$ cat src/rtl/mcalu_arb.sv
// mcalu_arb: two-requester issue arbiter and single-entry holding slot in
// front of the multi-cycle ALU. The oldest op relative to the ROB head wins
// the shared issue port. Equal ages fall back to a round-robin tie bit.
// Optional build macro MCALU_ARB_PERF_EN adds three 32-bit activity counters.
module mcalu_arb #(
   parameter int XLEN    = 32,
   parameter int ROBID_W = 7
) (
   input  logic               clk,
   input  logic               rst,
   input  logic               rs0_valid,
   input  logic [4:0]         rs0_op,
   input  logic [ROBID_W-1:0] rs0_robid,
   input  logic [5:0]         rs0_rd,
   input  logic [XLEN-1:0]    rs0_op1,
   input  logic [XLEN-1:0]    rs0_op2,
   output logic               arb_rs0_ack,
   input  logic               rs1_valid,
   input  logic [4:0]         rs1_op,
   input  logic [ROBID_W-1:0] rs1_robid,
   input  logic [5:0]         rs1_rd,
   input  logic [XLEN-1:0]    rs1_op1,
   input  logic [XLEN-1:0]    rs1_op2,
   output logic               arb_rs1_ack,
   input  logic [ROBID_W-1:0] rob_head,
   input  logic               rob_flush,
   output logic               arb_mcalu_issue,
   output logic [4:0]         arb_mcalu_op,
   output logic [ROBID_W-1:0] arb_mcalu_robid,
   output logic [5:0]         arb_mcalu_rd,
   output logic [XLEN-1:0]    arb_mcalu_op1,
   output logic [XLEN-1:0]    arb_mcalu_op2,
   input  logic               mcalu_stall
`ifdef MCALU_ARB_PERF_EN
   ,
   output logic [31:0]        perf_issue_cnt,
   output logic [31:0]        perf_conflict_cnt,
   output logic [31:0]        perf_block_cnt
`endif
);

   logic               slot_valid;
   logic [4:0]         slot_op;
   logic [ROBID_W-1:0] slot_robid;
   logic [5:0]         slot_rd;
   logic [XLEN-1:0]    slot_op1;
   logic [XLEN-1:0]    slot_op2;
   logic               rr;

   logic               ready;
   logic               can_grant;
   logic               both_valid;
   logic               age_tie;
   logic               pick_rs1;
   logic               grant;
   logic [ROBID_W-1:0] age0;
   logic [ROBID_W-1:0] age1;

   // Age-based selection: distance from the ROB head, modulo the id space,
   // so the comparison stays correct when ids wrap around.
   always_comb begin
      ready       = ~slot_valid | ~mcalu_stall;
      can_grant   = ready & ~rob_flush & ~rst;
      both_valid  = rs0_valid & rs1_valid;
      age0        = rs0_robid - rob_head;
      age1        = rs1_robid - rob_head;
      age_tie     = both_valid & (age0 == age1);
      pick_rs1    = 1'b0;
      if (both_valid) begin
         if (age_tie) begin
            pick_rs1 = rr;
         end else begin
            pick_rs1 = (age1 < age0);
         end
      end else begin
         pick_rs1 = rs1_valid;
      end
      arb_rs0_ack = can_grant & rs0_valid & ~pick_rs1;
      arb_rs1_ack = can_grant & rs1_valid & pick_rs1;
      grant       = arb_rs0_ack | arb_rs1_ack;
   end

   // Holding slot: loads the winner, drains when the ALU accepts, holds under
   // stall, and is emptied by a flush regardless of stall. Fields are kept
   // when the slot empties so the outputs only change on a new load.
   always_ff @(posedge clk) begin
      if (rst) begin
         slot_valid <= 1'b0;
         slot_op    <= '0;
         slot_robid <= '0;
         slot_rd    <= '0;
         slot_op1   <= '0;
         slot_op2   <= '0;
         rr         <= 1'b0;
      end else if (rob_flush) begin
         slot_valid <= 1'b0;
      end else if (ready) begin
         slot_valid <= grant;
         if (arb_rs1_ack) begin
            slot_op    <= rs1_op;
            slot_robid <= rs1_robid;
            slot_rd    <= rs1_rd;
            slot_op1   <= rs1_op1;
            slot_op2   <= rs1_op2;
         end else if (arb_rs0_ack) begin
            slot_op    <= rs0_op;
            slot_robid <= rs0_robid;
            slot_rd    <= rs0_rd;
            slot_op1   <= rs0_op1;
            slot_op2   <= rs0_op2;
         end
         if (grant & age_tie) begin
            rr <= ~rr;
         end
      end
   end

   assign arb_mcalu_issue = slot_valid;
   assign arb_mcalu_op    = slot_op;
   assign arb_mcalu_robid = slot_robid;
   assign arb_mcalu_rd    = slot_rd;
   assign arb_mcalu_op1   = slot_op1;
   assign arb_mcalu_op2   = slot_op2;

`ifdef MCALU_ARB_PERF_EN
   // Activity counters: issues, two-way conflicts resolved, and cycles a
   // requester was blocked by a full, stalled slot. Flush leaves them intact.
   always_ff @(posedge clk) begin
      if (rst) begin
         perf_issue_cnt    <= '0;
         perf_conflict_cnt <= '0;
         perf_block_cnt    <= '0;
      end else begin
         if (slot_valid & ~mcalu_stall) begin
            perf_issue_cnt <= perf_issue_cnt + 32'd1;
         end
         if (both_valid & grant) begin
            perf_conflict_cnt <= perf_conflict_cnt + 32'd1;
         end
         if ((rs0_valid | rs1_valid) & ~ready) begin
            perf_block_cnt <= perf_block_cnt + 32'd1;
         end
      end
   end
`endif

endmodule
$ cat config.mk
export PLATFORM = sky130hd
export DESIGN_NAME = mcalu_arb
export DESIGN_NICKNAME = d
export VERILOG_FILES = /design/src/rtl/mcalu_arb.sv
export SDC_FILE = /design/constraint.sdc
export NUM_CORES = 1
export LEC_CHECK = 0
export ABC_AREA = 1
export CAP_MARGIN = 20
export CELL_PAD_IN_SITES_DETAIL_PLACEMENT = 1
export CELL_PAD_IN_SITES_GLOBAL_PLACEMENT = 1
export CORE_MARGIN = 5
export CORE_UTILIZATION = 40
export DETAILED_ROUTE_END_ITERATION = 6
export DONT_BUFFER_PORTS = 1
export PLACE_DENSITY_LB_ADDON = 0.1
export SKIP_CTS_REPAIR_TIMING = 1
export SLEW_MARGIN = 0
export SYNTH_ARGS = -nofsm -noshare
export SYNTH_HDL_FRONTEND = slang
export SYNTH_SLANG_ARGS = --single-unit
$ cat constraint.sdc
create_clock -name clk -period 3.7 [get_ports clk]
set_input_delay 0.37 -clock clk [delete_from_list [all_inputs] [get_ports clk]]
set_output_delay 0.37 -clock clk [all_outputs]
set_load 0.01 [all_outputs]
# --- Word-level counts from Yosys, hierarchy flattened ---
# Cells that the tools add are included.
word_totals:
  input_bits: 177
  mem_bits_ro: 0
  mem_count: 0
  output_inout_bits: 85
  reg_bits: 84
  latchBits: 0
  mem_bits_rw: 0
classes:
  n_mux: 12
  div: 0
  n_reduce_logical: 4
  multipliers: 0
  shift: 0
  n_lt_le_gt_ge: 1
  add_sub_neg: 2
  eq_ne: 1
  bitwise: 17
ops:
  columns: ["cell", "count"]
  rows:
  - ["$mux W32", 4]
  - ["$mux W7", 2]
  - ["$sub A7 B7 Y7", 2]
  - ["$mux W6", 2]
  - ["$mux W5", 2]
  - ["$and A1 B1 Y1", 9]
  - ["$eq A7 B7 Y1", 1]
  - ["$lt A7 B7 Y1", 1]
  - ["$not A1 Y1", 6]
  - ["$reduce_and A3 Y1", 2]
  - ["$mux W1", 2]
  - ["$or A1 B1 Y1", 2]
  - ["$reduce_bool A2 Y1", 1]
  - ["$reduce_or A2 Y1", 1]

# --- Logic depth before layout (Yosys ltp) ---
depth:
  ltp_word: 10
  ltp_mapped: 24
  ltp_nobuf: 22

# --- Worst setup path before layout ---
# Ideal clock, no wire load.
synth_path:
  path_type: "in2out"
  from: "input rs0_robid[0]"
  to: "output arb_rs0_ack"
  slack_ns: 0.509
  t_arrival_ns: 2.821
  required_ns: 3.330
  stages: 17
  path_buffers: 1
  cell_sequence: "inv_1 > ha_1 > inv_1 > fa_1 > a21oi_1 > o21ai_0 > a21o_1 > a21oi_1 > xor2_1 > ha_1 > nand2_1 > inv_1 > a21oi_1 > nand3_2 > nand2_4 > clkbuf_1 > a21oi_1"
synth_via:
  elab_chain_len: 7
  elab_cells_between_ends: 8
  classes_between: "add/sub: 1; order compare: 1; eq/ne: 1; mux: 2; bitwise: 3"
synth_lines:
  columns: ["item", "line", "source"]
  rows:
  - ["start: declaration", "13", "input logic [ROBID_W-1:0] rs0_robid,"]
  - ["$sub A7 B7 Y7 (*)", "65", "age0 = rs0_robid - rob_head;"]
  - ["branches (longest 2 deep; another with $lt A7 B7 Y1)", null, null]
  - ["$mux W1 (*)", "70", "if (age_tie) begin"]
  - ["$mux W1 (*)", "69", "if (both_valid) begin"]
  - ["$not A1 Y1 (*)", "78", "arb_rs0_ack = can_grant & rs0_valid & ~pick_rs1;"]
  - ["$and A1 B1 Y1 (*)", "78", null]
  - ["end: declaration", "17", "output logic arb_rs0_ack,"]
# Every way passes the cells marked *.

# --- Final worst setup path ---
# Ends and elaborated chain as after synthesis.

==> results.md <==
* CP Launch Point: rs0_robid[0]
* Max clock buf depth at 2
* Vias in the first global route at 5112
* Critical path required time at 3.33 ns
* Synth top cells by count: nand2_1 (187), nor2_1 (172), dfxtp_1 (84), nand4_1 (80), o21ai_1 (42)
* WS Path Type: input pin to output pin
* Row count at 40
* Period utilisation layout at 91.69%
* Cells after Synth at 755
* H-tree depth at 3
* Die Wd at 121.2 µm
* Multi-input logic area at 2814 µm²
* Final wirelength at 17.59 mm
* Synthesized area at 4943 µm²
* DRC viols at 0
* Routed wl met2 at 8.419 mm
* Remaining antenna violation count at 0
* Max Clock Freq at 294.8 MHz
* Vias at 4908
* Overflow after GRT at 0
* Drt via density at 5.472
* Cell Pwr Density at 523.4 nW/µm²
* Worst Skew at 0.006911 ns
* End of the worst register-to-register path: arb_mcalu_op2[4]$_SDFFE_PP0P_
* Fin. Hold Viols at 0
* CTS clk-pin slew, worst paths at 0.06 ns
* Worst path cell trace: inv_1 > ha_1 > inv_1 > fa_1 > a21oi_1 > o21ai_1 > a21o_1 > a21oi_1 > xor2_1 > ha_1 > nand2_1 > inv_1 > a21oi_1 > nand3_2 > nand2_4 > buf_12 > a21oi_1 > buf_4
* Initial antenna violation count at 0
* Final setup TNS at 0 ns
* Crit path time final at 3.392 ns
* Max Slew Vio Count at 0
* Worst path arrival time at 3.02 ns
* Primary FF master, synth: dfxtp_1
* Fin nets at 922
* Flops & latches, synth at 84
* Asr flop ratio synth at 0%
* Crit end category: output pin
* Critical Path Most Common Cell: a21oi_1
* RSZ-0062 raised after global routing: false
* Worst-Margin Slew at 0.7794 ns
* Ratio of cells with drive above 1 in the final layout at 6.036%
* Pwr Total at 2828 µW
* Slowest-stage cell, CP: fa_1
* Pin count of the biggest net entering global routing at 85
* Final GP Congestion at 0.8710
* Finished Layout Cells at 897
* IO Port Bufs at 0
* CTS Buf Count at 9
* Antenna diodes at 0
* Placed cell count at 875
* Fill cells at 1572
* Clock sink count at 84
* Routed length per instance at 19.60 µm
* Setup crit end: arb_rs0_ack
* P&R area growth vs syn at 9.289%
* VDD IR-drop max at 0.0002444 V
* Largest stage delay on the critical path at 0.40 ns
* Crit path launch type: input pin
* Root Driver: clkbuf_16
* Max Cap Viol at 0
* Mapped Nets at 953
* Global-route wire length before repair at 26.97 mm
* Core area at 12060 µm²
* Layout Utilization at 44.79%
* Mapped Avg Cell Area at 6.548 µm²
* Register area at 1682 µm²
* M1 WL at 7.082 mm
* Area leader, netlist: dfxtp_1
* Yosys cell types at 23
* Warnings, synthesis at 0
* Reg2reg path depth at 9
* Final setup fails at 0
* Status: complete, no violations
* Most frequent cell after synthesis: nand2_1
* EDFF count, synth at 0
* IO Count at 262
* Slew HR at 48.04%
* Top post-synthesis cells by area: dfxtp_1 (34%), nand2_1 (14%), nor2_1 (13%)
* Clock Latency Late Sink at 0.34 ns
* Register area share after synthesis at 34.02%
* Flop-to-flop setup slack at 1.40 ns
* Die Area at 14680 µm²
* DRT iter0 DRCs at 228
* Area share of the largest cell type after synthesis at 34.02%
* Top sig layer: met4
* Die height at 121.2 µm
* Metal3 WL at 1.703 mm
* Initial core utilization at 40.99%
* CTS tree: yes
* Peak fanout along the critical path at 24
* Origin of the critical flop-to-flop path: arb_mcalu_issue$_SDFFE_PP0N_
* WHS at 0.2174 ns
* Pleak at 0.002627 µW
* GR Util All Layers at 22.89%
* Tightest Hold Check Type: input pin to flop
* Post-DP HPWL at 12.39 mm
* Drt first pass iters at 4
-- flip-flops by register name, summed over array words and instances, names as in the netlist --
name and cells:
arb_mcalu_rd 6, arb_mcalu_issue 1, arb_mcalu_op2 32, arb_mcalu_robid 7, rr 1, arb_mcalu_op 5, arb_mcalu_op1 32
-- cell usage in the layout, fill, tap and decap left out --
cell type / instances
a21o_1: 2
a21oi_1: 13
buf_12: 5
buf_4: 11
bufinv_16: 3
clkbuf_16: 11
clkbuf_8: 2
clkinvlp_4: 1
dfxtp_1: 84
fa_1: 2
ha_1: 19
inv_1: 23
inv_2: 5
inv_6: 1
nand2_1: 187
nand2_2: 1
nand2_4: 1
nand3_1: 11
nand3_2: 1
nand3_4: 1
nand4_1: 80
nor2_1: 172
nor2_2: 1
o21ai_0: 38
o21ai_1: 43
xnor2_1: 4
xor2_1: 7
-- report_power, final --
group | total, µW | internal (µW) | switching [µW]
Sequential | 1110 | 996 | 115
Clock | 1070 | 699 | 373
Combinational | 644 | 237 | 407
-- through the flow --
stage                     area, µm²  setup WS [ns]
after floorplan                4943         0.5088
after global placement         4964         0.2443
after detailed placement       4964        0.05455
after CTS                      5323         0.1566
after global routing           5403        0.01522
final                          5403         0.3076
-- layout make-up --
class	instances	share of cell area [%]
multi-input cells	583	52.08
flip-flops and latches	84	31.13
clock buffers	11	4.678
repair buffers	18	4.308
well taps	168	3.891
clock inverters	5	1.969
inverters	28	1.945
-- worst min-delay path by stage --
stage                               startpoint                         endpoint  slack (ns)  cells past startpoint
6_report                             rob_flush     arb_mcalu_issue$_SDFFE_PP0N_        0.22                      3
5_1_grt                              rob_flush     arb_mcalu_issue$_SDFFE_PP0N_        0.21                      3
4_1_cts                              rob_flush     arb_mcalu_issue$_SDFFE_PP0N_        0.21                      3
3_5_place_dp   arb_mcalu_robid[6]$_SDFFE_PP0P_  arb_mcalu_robid[6]$_SDFFE_PP0P_        0.53                      2
3_3_place_gp   arb_mcalu_robid[6]$_SDFFE_PP0P_  arb_mcalu_robid[6]$_SDFFE_PP0P_        0.53                      2
2_1_floorplan                  rr$_SDFFE_PP0P_                  rr$_SDFFE_PP0P_        0.47                      2
-- logic make-up after synthesis --
family	Yosys count	share of synthesized area [%]
compound gates	96	9.820
xor+xnor	11	1.949
fa+ha+maj	21	5.619
buf+inv	88	9.213
flops	84	34.02
simple gates	455	39.38
-- layer usage --
layer | track usage (%) | up-vias
met5 | 0 | -
met2 | 39.53 | 175
met4 | 7.703 | 0
met1 | 25.96 | 2289
met3 | 8.578 | 23
li1 | - | 2421
-- worst max-delay path: cells and delay by family --
family / cells / cell delay (ns)
buffers and inverters: 5 / 0.48
adder cells (fa/ha/maj): 3 / 0.79
AO/OA/AOI/OAI: 6 / 0.85
XOR/XNOR: 1 / 0.18
AND/OR/NAND/NOR: 3 / 0.34
(Power assumes the default switching activity.)
